File: config.mk
export PLATFORM = sky130hd
export DESIGN_NAME = data_memory
export DESIGN_NICKNAME = d
export VERILOG_FILES = /design/src/rtl/data_memory.sv
export SDC_FILE = /design/constraint.sdc
export NUM_CORES = 2
export LEC_CHECK = 0
export CAP_MARGIN = 20
export CORE_UTILIZATION = 64
export DETAILED_ROUTE_END_ITERATION = 10
export MAX_ROUTING_LAYER = met4
export PLACE_DENSITY = 0.77
export SYNTH_ARGS = -nofsm -noshare
export SYNTH_HDL_FRONTEND = slang
export SYNTH_SLANG_ARGS = --single-unit
File: constraint.sdc
create_clock -name clk -period 4.1 [get_ports clk]
set_input_delay 0.82 -clock clk [delete_from_list [all_inputs] [get_ports clk]]
set_output_delay 0.82 -clock clk [all_outputs]
set_load 0.01 [all_outputs]
File: src/rtl/data_memory.sv
// Byte-addressed data memory for the single-cycle datapath: synchronous write,
// combinational gated read, and an asynchronous active-low clear of the whole array.
module data_memory #(
  parameter int ADDR_WIDTH = 8,
  parameter int DATA_WIDTH = 8
) (
  input  logic                  clk,
  input  logic                  RST,
  input  logic [ADDR_WIDTH-1:0] memAddress,
  input  logic [DATA_WIDTH-1:0] regReadDataTwo,
  input  logic                  MemRead,
  input  logic                  MemWrite,
  output logic [DATA_WIDTH-1:0] memReadData
);

  localparam int DEPTH = 1 << ADDR_WIDTH;

  logic [DATA_WIDTH-1:0] memArray [DEPTH];

  // Reset wipes every location at once; a write is honoured only at an edge
  // where RST is already high, so a write pending during reset is dropped.
  always_ff @(posedge clk or negedge RST) begin
    if (!RST) begin
      for (int i = 0; i < DEPTH; i++) begin
        memArray[i] <= '0;
      end
    end else if (MemWrite) begin
      memArray[memAddress] <= regReadDataTwo;
    end
  end

  // No write-through: a same-cycle read shows the old contents until the edge.
  assign memReadData = MemRead ? memArray[memAddress] : '0;

endmodule

# After elaboration in Yosys (flattened, before gate mapping)
# Cells that the tools add are included.
[word_totals] register_bits=2048 latchBits=0 ramBits=0 rom_bits=0 in_bits=20 output_inout_bits=8 n_memories=0
[classes] n_addsub=0 mul=0 n_div=0 magnitude_cmp=2 eq_ne=0 shifts=0 mux=7 bitwise_logic=1 reduce_logical=1
[op_table] operator="$bwmux 2048" n=1
[op_table] operator="$bmux 8 s8" n=1
[op_table] operator="$demux 8 s8" n=1
[op_table] operator="$mux 8" n=4
[op_table] operator="$ge 9x9->1 const B" n=1
[op_table] operator="$lt 9x1->1 const B" n=1
[op_table] operator="$not 8->9" n=1
[op_table] operator="$logic_and 1x1->1" n=1

# Longest topological paths before layout
[depth] word_depth=6 ltp_mapped=12 ltp_nobuf=7

# Least setup slack after synthesis
# Ideal clock, no wire load.
[synth_path] path_type="input to output" from="in memAddress[1]" to="out memReadData[0]" arrival_time_ps=2831 t_required_ps=3280 setup_slack_ps=449 cell_stages=8 path_cell_list="buf_4 buf_1 mux4_2 mux4_2 a211o_1 nand2_1 o311ai_1 and4_1"
[synth_between] elab_chain_len=5
[synth_lines] item="start: declaration" line="9" source="input logic [ADDR_WIDTH-1:0] memAddress,"
[synth_lines] item="$not 8->9 (not written as such)" line="33" source="assign memReadData = MemRead ? memArray[memAddress] : '0;"
[synth_lines] item="$bmux 8 s8" line="33"
[synth_lines] item="$mux 8 (not written as such) (2 in a row)" line="33"
[synth_lines] item="$mux 8" line="33"
[synth_lines] item="end: declaration" line="13" source="output logic [DATA_WIDTH-1:0] memReadData"
# No other way between the ends. The select of a mux whose other input is x is not followed.

# Worst setup path in the final report
[layout_path] from="in memAddress[5]" to="out memReadData[4]"
# Same word-level chain as after synthesis.

==> metrics.cfg <==
[timing]
fmax_mhz = 230
setup_ws_ns = -0.241
fin_skew_ns = 0
fin_hold_ws_ns = 0.490
report.final.slew_viol_count = 0
tightestPinTransition_ns = 1.27
setup_tns_ns = -0.801
relSlewSlack = 0.150
rsz0062_at_grt = true
fin_crit_ns = 4.34
hold_viol = 0
setup-violations-final = 8
fin_crit_sh = 1.06

[yosys]
yosysTopAreaCell = dfrtp_1
synthXorXnorAreaFrac = 0
ys_seq_elements = 2048
synth_compound_area_frac = 0.0282
async_flop_share = 1.00
synth_nets = 6223
synthTopCellsByArea = dfrtp_1 54%, mux2_2 24%, mux4_2 9.5%
ys.flop_type = dfrtp_1
synth_fa_ha_area_frac = 0
yosys-mux-area-fraction = 0.370
synth_edf_count = 0
synth.yosys.seq_area_share = 0.541
yosys_warnings = 0
yosys.area_share.simple = 0.0347
synth_top_family_by_area = multiplexers
synth_top_cell_area_share = 0.541
syn_inst = 6203
netlist_area_mm2 = 0.0947
synth_cell_types = 65
synth.avg_cell_area_um2 = 15.3

[clock_network]
cts_sinks = 2048
htreeDepth = 4
clk_pin_slew_worst_paths_ns = 0.06
cts-root-buf = clkbuf_16
cts_max_path_buffers = 3
numCtsBuffers = 205
insertion_delay_ns = 0.79
cts_tree = done

[power_and_ir_drop]
clkPwrFrac = 0.423
cellPowerDensity_mw_per_mm2 = 411
finalPower_mw = 45.2
switching_share = 0.239
p_int_mw = 34.4
p_switching_mw = 10.8
ir_worst_vdd_uv = 457
combPwrFrac = 0.097
leakagePower_nw = 52.2
power.sequential.fraction = 0.480

[critical_path]
crit_slowest_cell = o211ai_1
cp-start-kind = primary input
critPathLaunch = memAddress[5]
cp_max_fo = 13
endpoint_kind = primary output
worst-setup-path-type = primary input to primary output
crit_end = memReadData[4]
required_ns = 3.28
critical_path.cell_chain = buf_6 -> buf_12 -> buf_4 -> nor2b_4 -> buf_12 -> buf_4 -> nand3_1 -> a21oi_2 -> o21ai_2 -> o211ai_1 -> and4_4 -> buf_6
r2r_end = memArray[1604]$_DFFE_PN0P_
arrival_ns = 3.52
worstRegToRegCells = 2
critPathMaxStageDelay_ns = 0.57
rrSetupSlack_ns = 3.24
regToRegStartpoint = memArray[1604]$_DFFE_PN0P_

[placement]
gp_congestion = 0.960
dpl.hpwl_um = 169000
io_buffer_count = 27
pre_cts_ws_ns = -1.34

[layout]
largest_register_ff_count = 2048
drive_above_1_share = 0.571
syn_to_final_growth_pct = 16.2
postLayoutCoreUtil = 0.752
largest-register = memArray
reg_top3 = memArray: 2048 flops
final_nets = 6606

[die]
coreArea_mm2 = 0.146
dieArea_mm2 = 0.149
chipWidth_um = 387
num_rows = 140
die_height_um = 387
boundaryPins = 28
initial_core_util = 0.647

[route]
vias_per_cell = 6.74
drc_errors = 0
wl_um = 265000
vias = 58433
firstDrtPassIters = 5
wl_per_cell_um = 30.5
drt_iter0_drc = 4860
antenna_left = 0

[global_route]
grt_max_degree = 139
grt_pass1_wl_um = 402000
grtUsageTotal = 0.370
overflow = 0
antenna_found_initial = 6
grt_pass1_vias = 60979

[status]
violations = negative setup slack
outcome = finished, violations left

[run]
maxCapViolCount = 0

[worst_hold_path]
holdCritPathClass = flop to flop

[through the flow]
stage / cell area (um2) / std cells
floorplan: 94700 / 6203
global placement: 99900 / 8191
detailed placement: 99900 / 8191
CTS: 109000 / 8636
global route: 110000 / 8671
finish: 110000 / 8673
[timing repair]
action	CTS	global route
hold buffers	1	0
endpoints found under the hold margin	53	0
pin swaps	64	54
resized for setup	314	117
endpoints found under the setup margin	8	8
setup buffers	65	31
cloned	17	4
[power by group through the flow]
stage	logic (mW)	clock network, mW	registers, mW
2_1_floorplan	2.33	0	21.8
3_3_place_gp	3.87	0	22.0
3_5_place_dp	3.97	0	22.0
4_1_cts	4.28	19.3	21.7
5_1_grt	4.64	20.0	21.8
6_report	4.40	19.1	21.7
[cell usage after synthesis, types with 5 or more instances]
cell type / count
a211o_1: 6
a211oi_1: 7
a21oi_1: 62
a221oi_1: 23
a22oi_1: 94
a31oi_1: 18
and3_1: 8
and4_1: 6
buf_1: 18
buf_2: 75
buf_4: 64
buf_6: 31
buf_8: 5
clkbuf_1: 274
dfrtp_1: 2048
mux2_1: 23
mux2_2: 2050
mux2i_1: 269
mux4_2: 401
nand2_1: 98
nand2_2: 43
nand2b_1: 12
nand3_1: 54
nand3_2: 8
nand4_1: 8
nor2_1: 68
nor2_2: 138
nor2_4: 48
nor2b_1: 12
nor3_1: 7
nor4_1: 7
o211a_1: 5
o211ai_1: 11
o21ai_0: 63
o21ai_1: 13
o21bai_1: 7
o221ai_1: 9
o22a_1: 5
o22ai_1: 34
o2bb2ai_1: 6
o311ai_0: 6
o311ai_1: 6
o32ai_1: 6
or4_1: 7
[how the worst min path moves through the flow]
stage                                    start                    endpoint  slack (ns)  depth (start not counted)
CTS                  memArray[603]$_DFFE_PN0P_   memArray[603]$_DFFE_PN0P_        0.49                          1
finish               memArray[862]$_DFFE_PN0P_   memArray[862]$_DFFE_PN0P_        0.49                          1
global route         memArray[861]$_DFFE_PN0P_   memArray[861]$_DFFE_PN0P_        0.50                          1
floorplan           memArray[1240]$_DFFE_PN0P_  memArray[1240]$_DFFE_PN0P_        0.46                          1
detailed placement   memArray[862]$_DFFE_PN0P_   memArray[862]$_DFFE_PN0P_        0.48                          1
global placement    memArray[1117]$_DFFE_PN0P_  memArray[1117]$_DFFE_PN0P_        0.47                          1
[per-layer routing]
layer	track usage	vias up	wire length, um
met5	-	-	0
met4	0.148	0	11700
met3	0.0744	617	21100
met2	0.553	2432	125000
met1	0.503	31493	107000
li1	-	23891	-
[worst max-delay path, delay by kind of cell]
| family | cells | cell delay [ns] |
|---|---|---|
| buffers and inverters | 6 | 0.96 |
| and+or+nand+nor | 3 | 0.68 |
| AOI/OAI and AO/OA | 3 | 1.01 |
[placed cells by master, fill, tap and decap left out, drive strengths merged, types with 34 or more instances in the layout]
| master | n |
|---|---|
| mux2 | 2073 |
| a22oi | 94 |
| o21ai | 76 |
| nand2 | 141 |
| nand3 | 62 |
| mux4 | 401 |
| dfrtp | 2048 |
| mux2i | 269 |
| o22ai | 34 |
| nor2 | 254 |
| a21oi | 62 |
| buf | 626 |
| clkbuf | 324 |
[cells by family (layout without fill, tap and decap cells)]
family | Yosys count | in the layout
muxes | 2743 | 2743
DFF | 2048 | 2048
and+or+nand+nor | 548 | 548
buffers and inverters | 469 | 1015
AOI/OAI and AO/OA | 395 | 395
other | 0 | 7
[cell type report]
type | instances | area [um2]
tap | 1917 | 2400
fill | 8578 | 36300
multi-input combinational | 3686 | 42500
clock buffer | 318 | 6210
clock inverter | 52 | 637
timing repair buffer | 643 | 7000
antenna | 7 | 17.5
sequential | 2048 | 51200
inverter | 2 | 12.5
Note: power is estimated with default switching activity, not from simulation.
